--- src/rtl/free_bufid_manage_pkg.sv ---
// Shared types and defaults for the free-buffer-ID manager, its FIFO, and the
// dispatch/transmit blocks that exchange buffer IDs with it.
package free_bufid_manage_pkg;

  localparam int unsigned BUF_NUM_DEF = 256;
  localparam int unsigned BUFID_W_DEF = 9;

  typedef logic [BUFID_W_DEF-1:0] bufid_t;

  typedef enum logic [1:0] {
    INIT_S = 2'd0,
    RUN_S  = 2'd1
  } fbm_state_e;

endpackage

--- src/rtl/free_bufid_manage_bufid_fifo.sv ---
// Show-ahead FIFO holding free buffer IDs; the head is readable before pop.
// Full/empty come from the occupancy count, so pointers simply wrap at Depth.
module free_bufid_manage_bufid_fifo #(
  parameter int unsigned Depth = 256,
  parameter int unsigned Width = 9,
  parameter int unsigned CntW  = 9
) (
  input  logic             clk_i,
  input  logic             rst_i,
  input  logic             push_i,
  input  logic [Width-1:0] push_data_i,
  input  logic             pop_i,
  output logic [Width-1:0] head_o,
  output logic             empty_o,
  output logic [CntW-1:0]  count_o
);

  localparam int unsigned PtrW = (Depth > 1) ? $clog2(Depth) : 1;

  logic [Width-1:0] mem_q [Depth];
  logic [PtrW-1:0]  wr_ptr_q, wr_ptr_d;
  logic [PtrW-1:0]  rd_ptr_q, rd_ptr_d;
  logic [CntW-1:0]  count_q, count_d;

  always_comb begin
    wr_ptr_d = wr_ptr_q;
    rd_ptr_d = rd_ptr_q;
    count_d  = count_q;
    if (push_i) begin
      wr_ptr_d = (wr_ptr_q == PtrW'(Depth - 1)) ? '0 : wr_ptr_q + 1'b1;
    end
    if (pop_i) begin
      rd_ptr_d = (rd_ptr_q == PtrW'(Depth - 1)) ? '0 : rd_ptr_q + 1'b1;
    end
    unique case ({push_i, pop_i})
      2'b10:   count_d = count_q + 1'b1;
      2'b01:   count_d = count_q - 1'b1;
      default: count_d = count_q;
    endcase
  end

  always_ff @(posedge clk_i or posedge rst_i) begin
    if (rst_i) begin
      wr_ptr_q <= '0;
      rd_ptr_q <= '0;
      count_q  <= '0;
    end else begin
      wr_ptr_q <= wr_ptr_d;
      rd_ptr_q <= rd_ptr_d;
      count_q  <= count_d;
    end
  end

  // Storage is not reset: contents are only ever read after being written.
  always_ff @(posedge clk_i) begin
    if (push_i) begin
      mem_q[wr_ptr_q] <= push_data_i;
    end
  end

  assign head_o  = mem_q[rd_ptr_q];
  assign empty_o = (count_q == '0);
  assign count_o = count_q;

endmodule

--- src/rtl/free_bufid_manage.sv ---
// Free-buffer-ID manager: fills the pool with IDs 0..BUF_NUM-1 after reset, offers
// one ID at a time to dispatch and takes released IDs back from the transmit side.
module free_bufid_manage
  import free_bufid_manage_pkg::*;
#(
  parameter int unsigned BUF_NUM = BUF_NUM_DEF,
  parameter int unsigned BUFID_W = BUFID_W_DEF
) (
  input  logic               i_clk,
  input  logic               i_rst,
  output logic [BUFID_W-1:0] ov_bufid,
  output logic               o_bufid_wr,
  input  logic               i_bufid_ack,
  input  logic [BUFID_W-1:0] iv_release_bufid,
  input  logic               i_release_wr,
  output logic [BUFID_W-1:0] ov_free_bufid_num,
  output logic               o_init_done,
  output logic               o_release_error_pulse,
  output logic [1:0]         ov_fbm_state
);

  fbm_state_e         state_q, state_d;
  logic [BUFID_W-1:0] init_cnt_q, init_cnt_d;
  logic               init_done_q, init_done_d;
  logic [BUFID_W-1:0] bufid_q, bufid_d;
  logic               bufid_wr_q, bufid_wr_d;
  logic [BUFID_W-1:0] free_num_q, free_num_d;
  logic               err_q, err_d;

  logic               fifo_push;
  logic [BUFID_W-1:0] fifo_push_data;
  logic               fifo_pop;
  logic [BUFID_W-1:0] fifo_head;
  logic               fifo_empty;
  logic [BUFID_W-1:0] fifo_count;
  logic               ack_ok;
  logic               rel_ok;

  free_bufid_manage_bufid_fifo #(
    .Depth (BUF_NUM),
    .Width (BUFID_W),
    .CntW  (BUFID_W)
  ) u_bufid_fifo (
    .clk_i       (i_clk),
    .rst_i       (i_rst),
    .push_i      (fifo_push),
    .push_data_i (fifo_push_data),
    .pop_i       (fifo_pop),
    .head_o      (fifo_head),
    .empty_o     (fifo_empty),
    .count_o     (fifo_count)
  );

  assign ack_ok = i_bufid_ack && bufid_wr_q;
  // The FIFO-count guard is redundant with the pool-full check but keeps the FIFO safe.
  assign rel_ok = i_release_wr && (state_q == RUN_S)
                  && (iv_release_bufid < BUFID_W'(BUF_NUM))
                  && (free_num_q != BUFID_W'(BUF_NUM))
                  && (fifo_count != BUFID_W'(BUF_NUM));

  always_comb begin
    state_d        = state_q;
    init_cnt_d     = init_cnt_q;
    init_done_d    = init_done_q;
    bufid_d        = bufid_q;
    bufid_wr_d     = bufid_wr_q;
    free_num_d     = free_num_q;
    err_d          = i_release_wr && !rel_ok;
    fifo_push      = 1'b0;
    fifo_push_data = init_cnt_q;
    fifo_pop       = 1'b0;

    unique case (state_q)
      INIT_S: begin
        fifo_push  = 1'b1;
        init_cnt_d = init_cnt_q + 1'b1;
        free_num_d = free_num_q + 1'b1;
        if (init_cnt_q == BUFID_W'(BUF_NUM - 1)) begin
          state_d     = RUN_S;
          init_done_d = 1'b1;
        end
      end
      RUN_S: begin
        if (rel_ok) begin
          fifo_push      = 1'b1;
          fifo_push_data = iv_release_bufid;
        end
        // A released ID never bypasses the FIFO, so only the current head is offered.
        if (!fifo_empty && (!bufid_wr_q || ack_ok)) begin
          fifo_pop   = 1'b1;
          bufid_d    = fifo_head;
          bufid_wr_d = 1'b1;
        end else if (ack_ok) begin
          bufid_wr_d = 1'b0;
        end
        free_num_d = free_num_q + BUFID_W'(rel_ok) - BUFID_W'(ack_ok);
      end
      default: state_d = INIT_S;
    endcase
  end

  always_ff @(posedge i_clk or posedge i_rst) begin
    if (i_rst) begin
      state_q     <= INIT_S;
      init_cnt_q  <= '0;
      init_done_q <= 1'b0;
      bufid_q     <= '0;
      bufid_wr_q  <= 1'b0;
      free_num_q  <= '0;
      err_q       <= 1'b0;
    end else begin
      state_q     <= state_d;
      init_cnt_q  <= init_cnt_d;
      init_done_q <= init_done_d;
      bufid_q     <= bufid_d;
      bufid_wr_q  <= bufid_wr_d;
      free_num_q  <= free_num_d;
      err_q       <= err_d;
    end
  end

  assign ov_bufid              = bufid_q;
  assign o_bufid_wr            = bufid_wr_q;
  assign ov_free_bufid_num     = free_num_q;
  assign o_init_done           = init_done_q;
  assign o_release_error_pulse = err_q;
  assign ov_fbm_state          = state_q;

endmodule

--- config.mk ---
export PLATFORM = sky130hd
export DESIGN_NAME = free_bufid_manage
export DESIGN_NICKNAME = d
export VERILOG_FILES = /design/src/rtl/free_bufid_manage_pkg.sv /design/src/rtl/free_bufid_manage_bufid_fifo.sv /design/src/rtl/free_bufid_manage.sv
export SDC_FILE = /design/constraint.sdc
export NUM_CORES = 2
export LEC_CHECK = 0
export ABC_AREA = 1
export CORE_MARGIN = 2
export CORE_UTILIZATION = 57
export CTS_CLUSTER_SIZE = 20
export DETAILED_ROUTE_END_ITERATION = 10
export GPL_TIMING_DRIVEN = 1
export PLACE_DENSITY = 0.79
export SETUP_SLACK_MARGIN = 0.1
export SYNTH_ARGS = -nofsm -noshare
export SYNTH_HDL_FRONTEND = slang
export SYNTH_SLANG_ARGS = --single-unit
export TNS_END_PERCENT = 30
--- constraint.sdc ---
create_clock -name i_clk -period 13.5 [get_ports i_clk]
set_input_delay 2.7 -clock i_clk [delete_from_list [all_inputs] [get_ports i_clk]]
set_output_delay 2.7 -clock i_clk [all_outputs]
set_load 0.01 [all_outputs]
* Word level (Yosys, flattened, before mapping)
Memory sizes are Yosys's and may differ from the RTL's. A register that Yosys moved wholly into a read port is not among the register bits.
Index checks and enable logic that the tools add are counted.
** Operators by class
- Multiplexer cells :: 16
- Divide/modulo/power cells :: 0
- Eq/ne operators :: 9
- $add $sub $neg :: 8
- Multipliers :: 0
- Bitwise operators :: 1
- Reduce and logical (&&, ||, !) cells :: 20
- Shifts and indexed selects :: 0
- $lt $le $gt $ge :: 1
** Operators with widths (number)
- 9-bit one-hot mux with 2 select lines :: 2
- 9-bit by 1-bit adder with 9-bit output, second input constant :: 3
- 9-bit 2-to-1 mux :: 2
- 9-bit inequality test, second input constant :: 2
- 8-bit by 1-bit adder with 8-bit output, second input constant :: 2
- 8-bit equality test, second input constant :: 2
- 8-bit 2-to-1 mux :: 2
- 9-bit by 1-bit adder with 9-bit output :: 1
- 9-bit by 8-bit equality test with 1-bit output, second input constant :: 1
- 9-bit zero test :: 1
- 9-bit less-than comparator, second input constant :: 1
- 9-bit by 1-bit subtractor with 9-bit output :: 1
- 9-bit by 1-bit subtractor with 9-bit output, second input constant :: 1
- 2-bit AND reduction :: 4
- 1-bit logical AND :: 7
- 1-bit 2-to-1 mux :: 7
- 2-bit nonzero test :: 3
- 2-bit by 1-bit equality test with 1-bit output, second input constant :: 2
- 2-bit one-hot mux with 2 select lines :: 1
- 1-bit zero test :: 3
- 2-bit equality test, second input constant :: 1
- 2-bit zero test :: 1
- 2-bit 2-to-1 mux :: 1
- 2-bit inequality test, second input constant :: 1
- 3 further kinds :: 3
** Storage, ports and cells
- Memories :: 1
- ROM bits :: 0
- Bits in registers :: 48
- Input bits :: 13
- Latch bits :: 0
- Bits in writable memories :: 2304
** Memory list
- u_bufid_fifo.mem_q :: words 256, bits a word 9, rd ports 1, clocked after memory_dff 1, wr ports 1, RTL line free_bufid_manage_bufid_fifo.sv:20 : logic [Width-1:0] mem_q [Depth];

* Depth between registers and ports, before layout
- Depth in word-level cells :: 9
- Depth in mapped cells :: 22

* By module
Synthesis repeated with hierarchy kept, for this count alone.
** Unflattened totals
- Cells, all modules :: 8998
- Area, all modules :: 99105.0 um^2
** By module, submodules not included
- free_bufid_manage_bufid_fifo :: times used 1, sequential area each 69812.0 um^2, area each 97028.1 um^2, cells each 8713
- free_bufid_manage :: times used 1, sequential area each 775.7 um^2, area each 2077.0 um^2, cells each 285

* Worst setup path after synthesis
No wires, ideal clock.
- Path kind :: input -> register
- Start :: in i_release_wr
- End :: mem u_bufid_fifo.mem_q[0][3] (data pin)
- Data arrival time :: 13.187 ns
- Library setup time :: 2.189 ns
- Data required time :: 11.311 ns
- Setup slack :: -1.876 ns
- Stages :: 6
- Path buffers :: 1
- Path through :: inv_1 nor3_1 nand2_1 inv_1 clkbuf_1 o21ai_0
** Between the ends
- Word-level cells in the longest chain between the ends :: 6
** Ends and longest elaborated chain
- start: declaration :: RTL line free_bufid_manage.sv:15 : input logic i_release_wr,
- 1-bit logical AND :: RTL line free_bufid_manage.sv:56 : assign rel_ok = i_release_wr && (state_q == RUN_S)
- 1-bit logical AND :: RTL line free_bufid_manage.sv:57 : && (iv_release_bufid < BUFID_W'(BUF_NUM))
- 1-bit logical AND :: RTL line free_bufid_manage.sv:58 : && (free_num_q != BUFID_W'(BUF_NUM))
- 1-bit logical AND :: RTL line free_bufid_manage.sv:59 : && (fifo_count != BUFID_W'(BUF_NUM));
- 9-bit 2-to-1 mux :: RTL line free_bufid_manage.sv:84 : if (rel_ok) begin
- 9-bit 2-to-1 mux :: RTL line free_bufid_manage.sv:73 : unique case (state_q)
- net fifo_push_data[3] :: RTL line free_bufid_manage.sv:31 : logic [BUFID_W-1:0] fifo_push_data;
- end: declaration :: RTL line free_bufid_manage_bufid_fifo.sv:20
The timed path passes the listed nets, and every way through them passes these cells.

* Final worst setup path
- Start :: in i_release_wr
- End :: mem u_bufid_fifo.mem_q[73][5] (data pin)
Same word-level chain as after synthesis.

==> impl_metrics.csv <==
group,metric,value,unit
drt,wl,259.2,mm
yosys,ys_seq_elements,2360,
clock_network,htreeDepth,4,
floorplanning,die_w,422.3,µm
global_route,grt_pass1_wl,390.9,mm
yosys,synth_compound_area_frac,0.05128,
floorplanning,core-area,173800,µm²
floorplanning,die-area,178300,µm²
place,port_buffers,34,
power,ir_drop,0.1522,mV
setup_path,cp_max_fo,76,
yosys,synth_simple_gate_area_share,0.1833,
place,dp_hpwl,145.8,mm
cells_and_area,area.sequential,70600,µm²
yosys,synthDistinctLibCells,39,
sta,slew_viol_final,0,
flow_run,maxCapViolations,0,
power,power_leakage,38.07,nW
yosys,synth_adder_area_share,0.004667,
floorplanning,num_io_pins,36,
clock_network,clk_pin_slew,70,ps
clock_network,cts.repair.resized,0,
sta,tightest_slew,1190,ps
sta,slew_headroom,0.2069,
cells_and_area,fin_nets,9106,
setup_path,startpoint_type,"input port",
power,p_per_area,127.7,nW/µm²
setup_path,worstPathRequired,14000,ps
global_route,grt_use_total,0.2872,
clock_network,cts_buffer_depth,3,
yosys,synth_top_family_by_area,"simple AND/OR/NAND/NOR gates",
cells_and_area,multi_input_area,24170,µm²
clock_network,worstSkewPairLatency,860,ps
drt,final_antenna_net_count,0,
cells_and_area,final_cells,11575,
sta,fmax,153.7,MHz
place,dp.cells,11160,
sta,finalCritPeriodShare,0.4820,
sta,fin_setup_tns,0,ps
clock_network,cts_tree,"yes",
sta,rsz0062_at_grt,"no",
yosys,synth.area.mux_share,0.0001004,
global_route,globalRouteOverflowTotal,0,
cells_and_area,layout-drive-gt1-share,0.04663,
setup_path,critPathCaptureType,"register",
yosys,syn-cell-area,99730,µm²
clock_network,hold_buffers,0,
cells_and_area,fin_util,0.6234,
place,pre_cts_slack,6216,ps
cells_and_area,synthToLayoutAreaGrowth,8.649,%
clock_network,cts_setup_buffers,0,
sta,period_minus_slack,6506,ps
run_status,run_status,"complete, no violations",
cells_and_area,fillers,12938,
drt,vias,68035,
sta,final.setup.worst_slack,6994,ps
cells_and_area,layout_common_cells,"nand2_1, edfxtp_1, nor2_1, inv_1, nand3_1",
drt,first_pass_iters,6,
yosys,syn_avg_cell_area,10.81,µm²
yosys,ys_seq_area_frac,0.7078,
drt,routedWlPerCell,22.39,µm
floorplanning,initial_core_util,0.5737,
global_route,antenna_found_initial,7,
yosys,synthXorXnorAreaFrac,0.002020,
floorplanning,rows,153,
drt,drcViolationCount,0,
clock_network,cts_root_buffer,"clkbuf_16",
yosys,synth.net_count,9277,
drt,drtIter0Drc,10942,
floorplanning,fp.dieH,422.3,µm
global_route,grt_pass1_vias,66033,
yosys,ys_warn_count,0,
clock_network,cts_buffers,220,
setup_path,critical_path_class,"input port to register",
cells_and_area,layout_commonest_cell,"nand2_1",
clock_network,cts_sinks,2360,
drt,viasPerCell,5.878,
setup_path,arrival,7010,ps
global_route,grt_max_degree,261,
sta,finalSetupViolations,0,
sta,final-hold-violation-count,0,
place,gp_congestion,0.9158,
worst_hold_path,min-delay-path-class,"register to register",
sta,hold_ws,490.0,ps
sta,clock_skew,53.05,ps
yosys,syn-instance-count,9228,
## worst max-delay path, stage by stage
cell             delay (ps)
clkdlybuf4s50_1         460
inv_1                    50
nor3_1                  230
nand2_1                 240
inv_1                   540
nand2_1                 190
nand2_4                 630
buf_4                   990
buf_4                   900
## sequential cells by signal, indices dropped and copies added (netlist names)
signal and flops:
ov_bufid 9, init_cnt_q 9, o_release_error_pulse 1, u_bufid_fifo.wr_ptr_q 8, o_bufid_wr 1, u_bufid_fifo.mem_q 2304, u_bufid_fifo.rd_ptr_q 8, u_bufid_fifo.count_o 9
ov_fbm_state 1, o_init_done 1, ov_free_bufid_num 9
## where the power goes
part	switching, mW	internal [mW]
Clock	2.67	3.25
Combinational	0.00473	0.00356
Sequential	0.0000437	7.91
## final timing paths
check | startpoint | endpoint | slack (ps) | cells past startpoint
max in group asynchronous | i_rst | u_bufid_fifo.rd_ptr_q[2]$_DFFE_PP0P_ | 10440 | 3
min in group asynchronous | i_rst | ov_free_bufid_num[6]$_DFF_PP0_ | 2390 | 3
setup / recovery | i_release_wr | u_bufid_fifo.mem_q[73][5]$_DFFE_PP_ | 6990 | 9
hold reg to reg | o_init_done$_DFFE_PP0P_ | o_init_done$_DFFE_PP0P_ | 490 | 1
setup reg to reg | u_bufid_fifo.rd_ptr_q[0]$_DFFE_PP0P_ | ov_bufid[7]$_DFFE_PP0P_ | 7500 | 16
hold / removal | o_init_done$_DFFE_PP0P_ | o_init_done$_DFFE_PP0P_ | 490 | 1
## stage by stage
stage                     cell area, µm²  total power [mW]
final                             108400             13.83
after detailed placement          101500             8.078
after CTS                         108300             13.86
after global placement            101500             8.078
after global routing              108300             14.13
after floorplan                    99730             8.073
## layer usage
layer / wire [µm] / share of wire / vias to the layer above / global-route usage
met1: 94570 / 0.36 / 32383 / 0.3849
li1: - / - / 30558 / -
met4: 13470 / 0.052 / 6 / 0.1402
met3: 32080 / 0.12 / 753 / 0.06595
met2: 119000 / 0.46 / 4335 / 0.4459
met5: 35 / 0.00014 / - / 0
## kinds of logic (layout without fill, tap and decap cells)
group,after synthesis,in the layout
AND/OR/NAND/NOR,4640,4640
AO/OA/AOI/OAI,944,944
other,1,9
XOR/XNOR,23,23
flip-flops,2360,2360
multiplexers,1,1
buffers and inverters,1223,1237
adder cells (fa/ha/maj),36,36
## layout make-up
class	instances	area share
Timing Repair Buffer	127	0.01085
Tap cell	2325	0.02685
Clock buffer	286	0.05406
Sequential cell	2360	0.6516
Clock inverter	121	0.008741
Inverter	703	0.02464
Multi-Input combinational cell	5645	0.2231
Antenna cell	8	0.0001848
## synth_stat cells, drive strengths merged
cell | n | share of area
a32o | 1 | 0.00010
o22ai | 23 | 0.0014
conb | 1 | 0.000038
a21oi | 95 | 0.0048
nand4 | 1 | 0.000063
xnor2 | 5 | 0.00044
o21bai | 1 | 0.000075
a31oi | 2 | 0.00013
o211ai | 122 | 0.0095
dfrtp | 56 | 0.014
nor2 | 1643 | 0.062
o31ai | 1 | 0.000075
clkbuf | 259 | 0.0098
nor3 | 8 | 0.00040
buf | 261 | 0.015
a211oi | 2 | 0.00015
ha | 34 | 0.0043
mux2i | 1 | 0.00010
nand3 | 652 | 0.033
edfxtp | 2304 | 0.69
inv | 688 | 0.026
or2 | 12 | 0.00075
fa | 2 | 0.00040
clkinv | 15 | 0.00056
o21ai | 695 | 0.035
a22o | 1 | 0.000088
o2bb2ai | 1 | 0.000088
nand2 | 2324 | 0.087
xor2 | 18 | 0.0016
Power figures use the tool's default switching activity.
